### config.mk
export PLATFORM = sky130hd
export DESIGN_NAME = knight_cmd_sequencer
export DESIGN_NICKNAME = d
export VERILOG_FILES = /design/src/rtl/knight_seq_pkg.sv /design/src/rtl/knight_cmd_mem.sv /design/src/rtl/knight_cmd_sequencer.sv
export SDC_FILE = /design/constraint.sdc
export NUM_CORES = 1
export LEC_CHECK = 0
export BUFFER_PORTS_ARGS = -buffer_cell sky130_fd_sc_hd__buf_2
export CAP_MARGIN = 10
export CORE_AREA = 3 3 155 157
export CTS_CLUSTER_SIZE = 30
export DETAILED_ROUTE_END_ITERATION = 8
export DIE_AREA = 0 0 158 160
export HOLD_SLACK_MARGIN = 0.05
export PLACE_DENSITY_LB_ADDON = 0.15
export SETUP_SLACK_MARGIN = 0.2
export SYNTH_ARGS = -nofsm -noshare
export SYNTH_HDL_FRONTEND = slang
export SYNTH_SLANG_ARGS = --single-unit
### constraint.sdc
create_clock -name clk -period 2.4 [get_ports clk]
set_input_delay 0.24 -clock clk [delete_from_list [all_inputs] [get_ports clk]]
set_output_delay 0.24 -clock clk [all_outputs]
set_load 0.05 [all_outputs]
### src/rtl/knight_seq_pkg.sv
// Shared definitions for the Knight command sequencer.
//   seq_state_t     : playback FSM states
//   err_code_t      : reason the last playback stopped early
//   POS_ACK_DEFAULT : response byte that acknowledges a command
//   CAL_GYRO, HDG_* : common command word / heading byte constants
package knight_seq_pkg;

  typedef enum logic [2:0] {
    S_IDLE,
    S_ISSUE,
    S_WAIT_SNT,
    S_WAIT_RESP,
    S_DONE,
    S_ERR
  } seq_state_t;

  typedef enum logic [1:0] {
    ERR_NONE  = 2'd0,
    ERR_NACK  = 2'd1,
    ERR_TMO   = 2'd2,
    ERR_ABORT = 2'd3
  } err_code_t;

  localparam logic [7:0]  POS_ACK_DEFAULT = 8'hA5;

  localparam logic [15:0] CAL_GYRO = 16'h2000;
  localparam logic [7:0]  HDG_N    = 8'h00;
  localparam logic [7:0]  HDG_W    = 8'h3F;
  localparam logic [7:0]  HDG_S    = 8'h7F;
  localparam logic [7:0]  HDG_E    = 8'hBF;

endpackage

### src/rtl/knight_cmd_mem.sv
// Command list storage: DEPTH x 16-bit register file.
//   clk     : system clock
//   wr_en   : write wr_data into slot wr_addr on the rising edge
//   wr_addr : write slot
//   wr_data : command word to store
//   rd_addr : read slot (combinational read)
//   rd_data : command word at rd_addr
// Contents are deliberately not reset; the host reloads the list as needed.
module knight_cmd_mem #(
  parameter int DEPTH = 16,
  parameter int AW    = $clog2(DEPTH)
) (
  input  logic          clk,
  input  logic          wr_en,
  input  logic [AW-1:0] wr_addr,
  input  logic [15:0]   wr_data,
  input  logic [AW-1:0] rd_addr,
  output logic [15:0]   rd_data
);

  logic [15:0] mem_q [DEPTH];

  always_ff @(posedge clk) begin
    if (wr_en) begin
      mem_q[wr_addr] <= wr_data;
    end
  end

  assign rd_data = mem_q[rd_addr];

endmodule

### src/rtl/knight_cmd_sequencer.sv
// Plays a programmed list of Knight commands through RemoteComm, one at a
// time, waiting for the positive ack before moving to the next slot.
//   clk, rst           : clock, synchronous active-high reset
//   wr_en/addr/data    : load a command slot (dropped while busy)
//   num_cmds, start    : number of commands to play, begin playback at slot 0
//   abort              : stop playback with err_code=abort
//   cmd, snd_cmd       : command word and 1-clk send strobe to RemoteComm
//   cmd_snt, resp_rdy  : RemoteComm status strobes
//   resp               : response byte from the Knight
//   busy, done, err    : playback status (done/err sticky until next start)
//   err_code           : 0 none, 1 nack, 2 timeout, 3 abort
//   cmd_idx            : slot in flight, or slot where playback stopped
module knight_cmd_sequencer
  import knight_seq_pkg::*;
#(
  parameter int         DEPTH    = 16,
  parameter int         TMO_CLKS = 50_000_000,
  parameter logic [7:0] POS_ACK  = POS_ACK_DEFAULT,
  localparam int        AW       = $clog2(DEPTH),
  localparam int        TW       = (TMO_CLKS > 1) ? $clog2(TMO_CLKS) : 1
) (
  input  logic          clk,
  input  logic          rst,
  input  logic          wr_en,
  input  logic [AW-1:0] wr_addr,
  input  logic [15:0]   wr_data,
  input  logic [AW:0]   num_cmds,
  input  logic          start,
  input  logic          abort,
  output logic [15:0]   cmd,
  output logic          snd_cmd,
  input  logic          cmd_snt,
  input  logic          resp_rdy,
  input  logic [7:0]    resp,
  output logic          busy,
  output logic          done,
  output logic          err,
  output logic [1:0]    err_code,
  output logic [AW-1:0] cmd_idx
);

  localparam logic [AW:0]   DEPTH_N  = DEPTH[AW:0];
  localparam logic [TW-1:0] TMO_LAST = TW'(TMO_CLKS - 1);

  // Index of the final slot to play: 0 plays one command, oversize requests
  // play the whole list.
  function automatic logic [AW-1:0] last_slot(input logic [AW:0] n);
    logic [AW:0] cnt;
    cnt = n;
    if (cnt == '0) begin
      cnt = {{AW{1'b0}}, 1'b1};
    end
    if (cnt > DEPTH_N) begin
      cnt = DEPTH_N;
    end
    return AW'(cnt - 1'b1);
  endfunction

  // Response timer stops at all-ones rather than wrapping back to zero.
  function automatic logic [TW-1:0] sat_inc(input logic [TW-1:0] t);
    return (t == '1) ? t : t + 1'b1;
  endfunction

  seq_state_t    state_q,    state_d;
  logic [15:0]   cmd_q,      cmd_d;
  logic          snd_cmd_q,  snd_cmd_d;
  logic          busy_q,     busy_d;
  logic          done_q,     done_d;
  logic          err_q,      err_d;
  err_code_t     err_code_q, err_code_d;
  logic [AW-1:0] cmd_idx_q,  cmd_idx_d;
  logic [AW-1:0] last_q,     last_d;
  logic [TW-1:0] timer_q,    timer_d;
  logic [15:0]   mem_rd_data;

  knight_cmd_mem #(
    .DEPTH (DEPTH),
    .AW    (AW)
  ) u_mem (
    .clk     (clk),
    .wr_en   (wr_en && !busy_q),
    .wr_addr (wr_addr),
    .wr_data (wr_data),
    .rd_addr (cmd_idx_q),
    .rd_data (mem_rd_data)
  );

  always_comb begin
    state_d    = state_q;
    cmd_d      = cmd_q;
    snd_cmd_d  = 1'b0;
    busy_d     = busy_q;
    done_d     = done_q;
    err_d      = err_q;
    err_code_d = err_code_q;
    cmd_idx_d  = cmd_idx_q;
    last_d     = last_q;
    timer_d    = timer_q;

    unique case (state_q)
      S_IDLE: begin
        if (start) begin
          last_d     = last_slot(num_cmds);
          cmd_idx_d  = '0;
          done_d     = 1'b0;
          err_d      = 1'b0;
          err_code_d = ERR_NONE;
          busy_d     = 1'b1;
          state_d    = S_ISSUE;
        end
      end

      S_ISSUE: begin
        cmd_d     = mem_rd_data;
        snd_cmd_d = 1'b1;
        state_d   = S_WAIT_SNT;
      end

      S_WAIT_SNT: begin
        if (cmd_snt) begin
          timer_d = '0;
          state_d = S_WAIT_RESP;
        end
      end

      S_WAIT_RESP: begin
        timer_d = sat_inc(timer_q);
        // A response arriving on the timeout clock still counts.
        if (resp_rdy) begin
          if (resp == POS_ACK) begin
            if (cmd_idx_q == last_q) begin
              done_d  = 1'b1;
              busy_d  = 1'b0;
              state_d = S_DONE;
            end else begin
              cmd_idx_d = cmd_idx_q + 1'b1;
              state_d   = S_ISSUE;
            end
          end else begin
            err_d      = 1'b1;
            err_code_d = ERR_NACK;
            busy_d     = 1'b0;
            state_d    = S_ERR;
          end
        end else if (timer_q == TMO_LAST) begin
          err_d      = 1'b1;
          err_code_d = ERR_TMO;
          busy_d     = 1'b0;
          state_d    = S_ERR;
        end
      end

      S_DONE, S_ERR: begin
        state_d = S_IDLE;
      end

      default: begin
        state_d = S_IDLE;
      end
    endcase

    // Abort overrides every other event while a command is being played.
    // DONE/ERR are single-clock terminal states and are left to finish.
    if (abort && (state_q inside {S_ISSUE, S_WAIT_SNT, S_WAIT_RESP})) begin
      cmd_d      = cmd_q;
      snd_cmd_d  = 1'b0;
      cmd_idx_d  = cmd_idx_q;
      timer_d    = timer_q;
      err_d      = 1'b1;
      err_code_d = ERR_ABORT;
      busy_d     = 1'b0;
      state_d    = S_ERR;
    end
  end

  always_ff @(posedge clk) begin
    if (rst) begin
      state_q    <= S_IDLE;
      cmd_q      <= '0;
      snd_cmd_q  <= 1'b0;
      busy_q     <= 1'b0;
      done_q     <= 1'b0;
      err_q      <= 1'b0;
      err_code_q <= ERR_NONE;
      cmd_idx_q  <= '0;
      last_q     <= '0;
      timer_q    <= '0;
    end else begin
      state_q    <= state_d;
      cmd_q      <= cmd_d;
      snd_cmd_q  <= snd_cmd_d;
      busy_q     <= busy_d;
      done_q     <= done_d;
      err_q      <= err_d;
      err_code_q <= err_code_d;
      cmd_idx_q  <= cmd_idx_d;
      last_q     <= last_d;
      timer_q    <= timer_d;
    end
  end

  assign cmd      = cmd_q;
  assign snd_cmd  = snd_cmd_q;
  assign busy     = busy_q;
  assign done     = done_q;
  assign err      = err_q;
  assign err_code = err_code_q;
  assign cmd_idx  = cmd_idx_q;

endmodule

# Word-level counts from Yosys, hierarchy flattened

Memories as Yosys holds them, arrays and structs flattened. A register that Yosys moved wholly into a read port is not among the register bits.
Index checks and enable logic that the tools add are counted.
Widths: inputs -> output; s select.

Bits in registers: 43
Memory bits (writable): 256
Bits of input ports: 40
Word-level logic and storage cells: 102
Memories kept: 1

Add/sub/neg operators: 3
Order comparisons: 1
Equal/unequal tests: 20
Multiplexer cells: 47
Bitwise logic cells: 1
Reductions and logical operators: 19

Memory list:

| memory      | words | bits a word | rd ports | clocked after memory_dff | wr ports | line                 | text |
|---|---|---|---|---|---|---|---|
| u_mem.mem_q | 16    | 16          | 1        | 1                        | 1        | knight_cmd_mem.sv:21 | `logic [15:0] mem_q [DEPTH];` |

Operators by type and width:

| cell                  | number |
|---|---|
| $eq 26x26->1 const B  | 2 |
| $mux 26               | 2 |
| $pmux 26 s2           | 1 |
| $mux 4                | 7 |
| $add 26x1->26 const B | 1 |
| $mux 3                | 7 |
| $mux 1                | 16 |
| $mux 5                | 3 |
| $ne 2x2->1 const B    | 7 |
| $pmux 3 s4            | 1 |
| $reduce_and 4->1      | 3 |
| $mux 2                | 5 |
| $eq 8x8->1 const B    | 1 |
| $ne 4x3->1 const B    | 2 |
| $pmux 4 s2            | 1 |
| $eq 3x2->1 const B    | 2 |
| $ne 3x3->1 const B    | 2 |
| $pmux 1 s2            | 3 |
| $reduce_and 3->1      | 2 |
| $reduce_and 6->1      | 1 |
| $reduce_bool 3->1     | 2 |
| $gt 5x5->1 const B    | 1 |
| $logic_not 5->1       | 1 |
| $reduce_and 5->1      | 1 |
| other kinds (14)      | 17 |

# Logic depth before layout (Yosys ltp)

Word-level depth: 9
Depth in mapped cells: 8
Gate-level depth less buffers: 6

# Cells and area by module

A second synthesis with hierarchy kept.

Cell total of the unflattened synthesis: 790
Area total of the unflattened synthesis: 12700.9 um2

By module, submodules not included:

| module               | times used | cells an instance | area each (um2) | seq. area each (um2) |
|---|---|---|---|---|
| knight_cmd_mem       | 1          | 416               | 9721.8          | 7687.4 |
| knight_cmd_sequencer | 1          | 374               | 2979.1          | 1181.1 |

# Worst setup path after synthesis

OpenSTA, ideal clock, no wires.

Path kind: flip-flop to flip-flop
Start: register busy_q (netlist: busy)
End: memory u_mem.mem_q[0][0] (enable)
Library setup time: 0.409 ns
Data arrival time: 2.221 ns
Required time: 1.991 ns
Setup slack: -0.231 ns
Stages on the path, launching flop included: 4
Path buffers: 0
Cells stage by stage: dfxtp_1 -> nand2b_1 -> or3_1 -> nor3_1

Longest elaborated chain between the ends: 4

Ends and longest elaborated chain:

| what                         | line                        | text |
|---|---|---|
| start, declared              | knight_cmd_sequencer.sv:67  | `logic busy_q, busy_d;` |
| start signal, assigned       | knight_cmd_sequencer.sv:192 | `busy_q <= busy_d;` |
| $logic_not 1->1              | knight_cmd_sequencer.sv:81  | `.wr_en (wr_en && !busy_q),` |
| $logic_and 1x1->1            | knight_cmd_sequencer.sv:81  |  |
| $mux 1                       | knight_cmd_mem.sv:24        | `if (wr_en) begin` |
| $mux 1 (not written as such) | knight_cmd_mem.sv:25        | `mem_q[wr_addr] <= wr_data;` |
| end, declared                | knight_cmd_mem.sv:21        |  |

Every way passes these cells.

# Worst setup path in the final report

Start: register state_q[2]
End: register timer_q[22]

Longest elaborated chain between the ends: 5
Elaborated cells on any way between the ends: 11
Those cells by class: eq/ne: 5; mux: 1; bitwise: 1; reduce/logical: 4

Ends and longest elaborated chain:

| what                                            | line                                                     | text |
|---|---|---|
| start, declared                                 | knight_cmd_sequencer.sv:64                               | `seq_state_t state_q, state_d;` |
| start signal, assigned                          | knight_cmd_sequencer.sv:189                              | `state_q <= state_d;` |
| $eq 3x1->1 / $eq 3x2->1 (equally long branches) | knight_cmd_sequencer.sv:164, knight_cmd_sequencer.sv:100 |  |
| $reduce_bool 3->1                               | knight_cmd_sequencer.sv:164                              | `if (abort && (state_q inside {S_ISSUE, S_WAIT_SNT, S_WAIT_RESP})) begin` |
| $logic_and 1x1->1                               | knight_cmd_sequencer.sv:164                              |  |
| $not 1->1 (no source line)                      | -                                                        |  |
| $reduce_and 4->1 (no source line)               | -                                                        |  |
| end signal, assigned                            | knight_cmd_sequencer.sv:198                              | `timer_q <= timer_d;` |
| end, declared                                   | knight_cmd_sequencer.sv:73                               | `logic [TW-1:0] timer_q, timer_d;` |

Several ways; a longest one is shown, not always the timed one.
A chain may end at the register's enable or synchronous reset.

==> metrics.txt <==
GP Congestion 0.9337; drt drc 0; H-tree depth 1; initial antenna violation count 0; Post-Syn Area 0.01254 mm²; most used flip-flop cell after synthesis edfxtp_1; non-filler cells, final 1144; Hold Path Stages 1; Synth-to-Final Area Change 17.49%; clk sinks 315; Overall Global Routing Usage 0.2202; initial DRC count 635; final slew viol count 0; Post-synth EDFFs 256; n_diodes 0; critical path type flop to flop; HPWL Detailed 16350 µm; Placed Cells incl. Taps 1067; largest net degree at the start of global routing 38; Die Area 0.02528 mm²; clk_lat worst skew 0.57 ns; Peak Freq 482.6 MHz; first-pass GRT wire length 42020 µm; die height 160 µm; num ports 66; Final min period 2.072 ns; Fin Setup TNS 0 ns; commonest cells after routing, fill and taps aside 256 x edfxtp_1, 65 x buf_2, 64 x mux4_2; antenna-violating nets left 0; final period utilization 0.8634; max cap viols 0; worst slew pin tran 0.6337 ns; status finished clean; layout cells sized above 1 0.2852; relative slew slack 0.5768; Setup Skew 0.01294 ns; pwr/cell area 778.7 mW/mm²; CTS Buffer Depth 3; DR pass1 iterations 5; DR vias/cell 6.267; IO Port Bufs 65; Worst Setup End Kind flop; TritonCTS Buffers 31; total gr overflow 0; final WL 27690 µm; Critical Path RT 2.90 ns; TritonCTS clock tree done; Die X-Extent 158 µm; Worst EP arrival 2.58 ns; Routed wire per std cell 24.20 µm; ys async rst share 0; register bit total from synthesis 315; num rows 55; final setup fails 0; Syn Inst Count 721; Final #Nets 877; core region area 0.02264 mm²; leakage 0.004884 µW; clock root cell clkbuf_16; Avg Inst Size Synth 17.39 µm²; min-delay worst type input port to flop; via count 7170; commonest non-fill, non-tap cell in the layout edfxtp_1; sequential share of the synthesized area 0.7075; Max IR drop VDD 761.5 µV; Worst-path clk slew 0.07 ns; Hold Fails Final Rpt 0; vias in the first global route 7168; Worst R2R Path Depth 5; CP Launch Type flop; RSZ-0062 raised after global routing true; Synth Warn # 0; setup bufs post-CTS 0; Synth cell types 61; Syn Nets 764; Max FO, Critical Path 10; Initial Util 0.5537
[where the power goes]
group | leakage (µW) | internal, µW | switching (µW) | total (µW)
registers | 0.00279 | 5990 | 46.7 | 6040
clock network | 0.000521 | 2930 | 1980 | 4900
logic | 0.00157 | 175 | 352 | 527
[critical path, cell delays in order, from the launching register on]
cell and delay [ns]:
dfxtp_1 0.39, or2_4 0.32, nor3_4 0.38, o311ai_2 0.31
or4_1 0.54, nand2_1 0.08
[area by class of cell]
cell class | instances | area [µm²]
Timing Repair Buffer | 115 | 860.8
Clock inverter | 18 | 202.7
Fill cell | 1572 | 7913
Sequential cell | 315 | 8875
Inverter | 5 | 18.77
Clock buffer | 40 | 849.6
Tap cell | 285 | 356.6
Multi-Input combinational cell | 366 | 3565
[final timing paths]
path	start	to	slack, ns
min	wr_data[10]	u_mem.mem_q[1][10]	0.06
max	state_q[2]	timer_q[22]	0.33
max reg2reg	state_q[2]	timer_q[22]	0.33
min reg2reg	done	done	0.46
[cell families (layout without fill, tap and decap cells)]
logic type	Yosys count	in the layout	share of synthesized area
compound gates	101	101	0.05490
xor+xnor	7	7	0.004891
fa+ha+maj	3	3	0.002995
buf+inv	40	178	0.01367
flops	315	315	0.7075
mux	101	101	0.1445
simple gates	154	154	0.07156
[metrics by stage]
| stage | setup WS (ns) | util | cell area, µm² | total power (µW) | hold WS (ns) |
|---|---|---|---|---|---|
| 5_1_grt | 0.1912 | 0.6505 | 14730 | 11830 | 0.06055 |
| 2_1_floorplan | 0.2093 | - | 12560 | 6427 | 0.3389 |
| 3_5_place_dp | 0.3457 | 0.5951 | 13470 | 6652 | 0.4397 |
| 4_1_cts | 0.3339 | 0.6500 | 14720 | 11560 | 0.05065 |
| 6_report | 0.3279 | 0.6505 | 14730 | 11470 | 0.06347 |
| 3_3_place_gp | 0.4361 | 0.5951 | 13470 | 6628 | 0.4383 |
[state kept, by name, summed over array words and instances (netlist names)]
| register | count |
|---|---|
| state_q | 3 |
| u_mem.mem_q | 256 |
| cmd | 16 |
| last_q | 4 |
| err_code | 2 |
| cmd_idx | 4 |
| busy | 1 |
| done | 1 |
| snd_cmd | 1 |
| timer_q | 26 |
| err | 1 |
[what timing repair did]
| item | CTS | global route |
|---|---|---|
| hold buffers | 19 | 0 |
| endpoints found under the hold margin | 234 | 0 |
| endpoints found under the setup margin | 0 | 4 |
| resized for setup | 0 | 2 |
[synthesized netlist by cell type (3+ instances only)]
library cell,count,area (µm²)
and2_1,4,25.02
clkbuf_1,12,45.04
a21oi_1,21,105.1
or3_1,16,100.1
mux2i_1,37,370.4
dfxtp_1,59,1181
nor2_1,31,116.4
nor4_1,3,18.77
buf_2,17,85.08
a21o_1,16,120.1
or4_1,7,52.55
nor3_1,13,65.06
and3_1,3,18.77
nand2b_1,7,43.79
inv_1,5,18.77
edfxtp_1,256,7687
o31ai_1,3,22.52
xnor2_1,6,52.55
nand3_1,9,45.04
o22ai_1,16,100.1
buf_1,6,22.52
o211ai_1,4,30.03
nand4_1,12,75.07
o21a_1,4,30.03
and4_1,7,61.31
mux4_2,64,1441
o21ai_0,15,75.07
nand2_1,23,86.33
ha_1,3,37.54
[metal layers]
layer	wire, µm	global-route usage	up-vias
li1	-	-	3179
met1	11650	0.3093	3680
met2	13880	0.3686	269
met3	1451	0.02981	42
met4	712	0.05671	0
met5	0	0	-
Power figures use the tool's default switching activity.
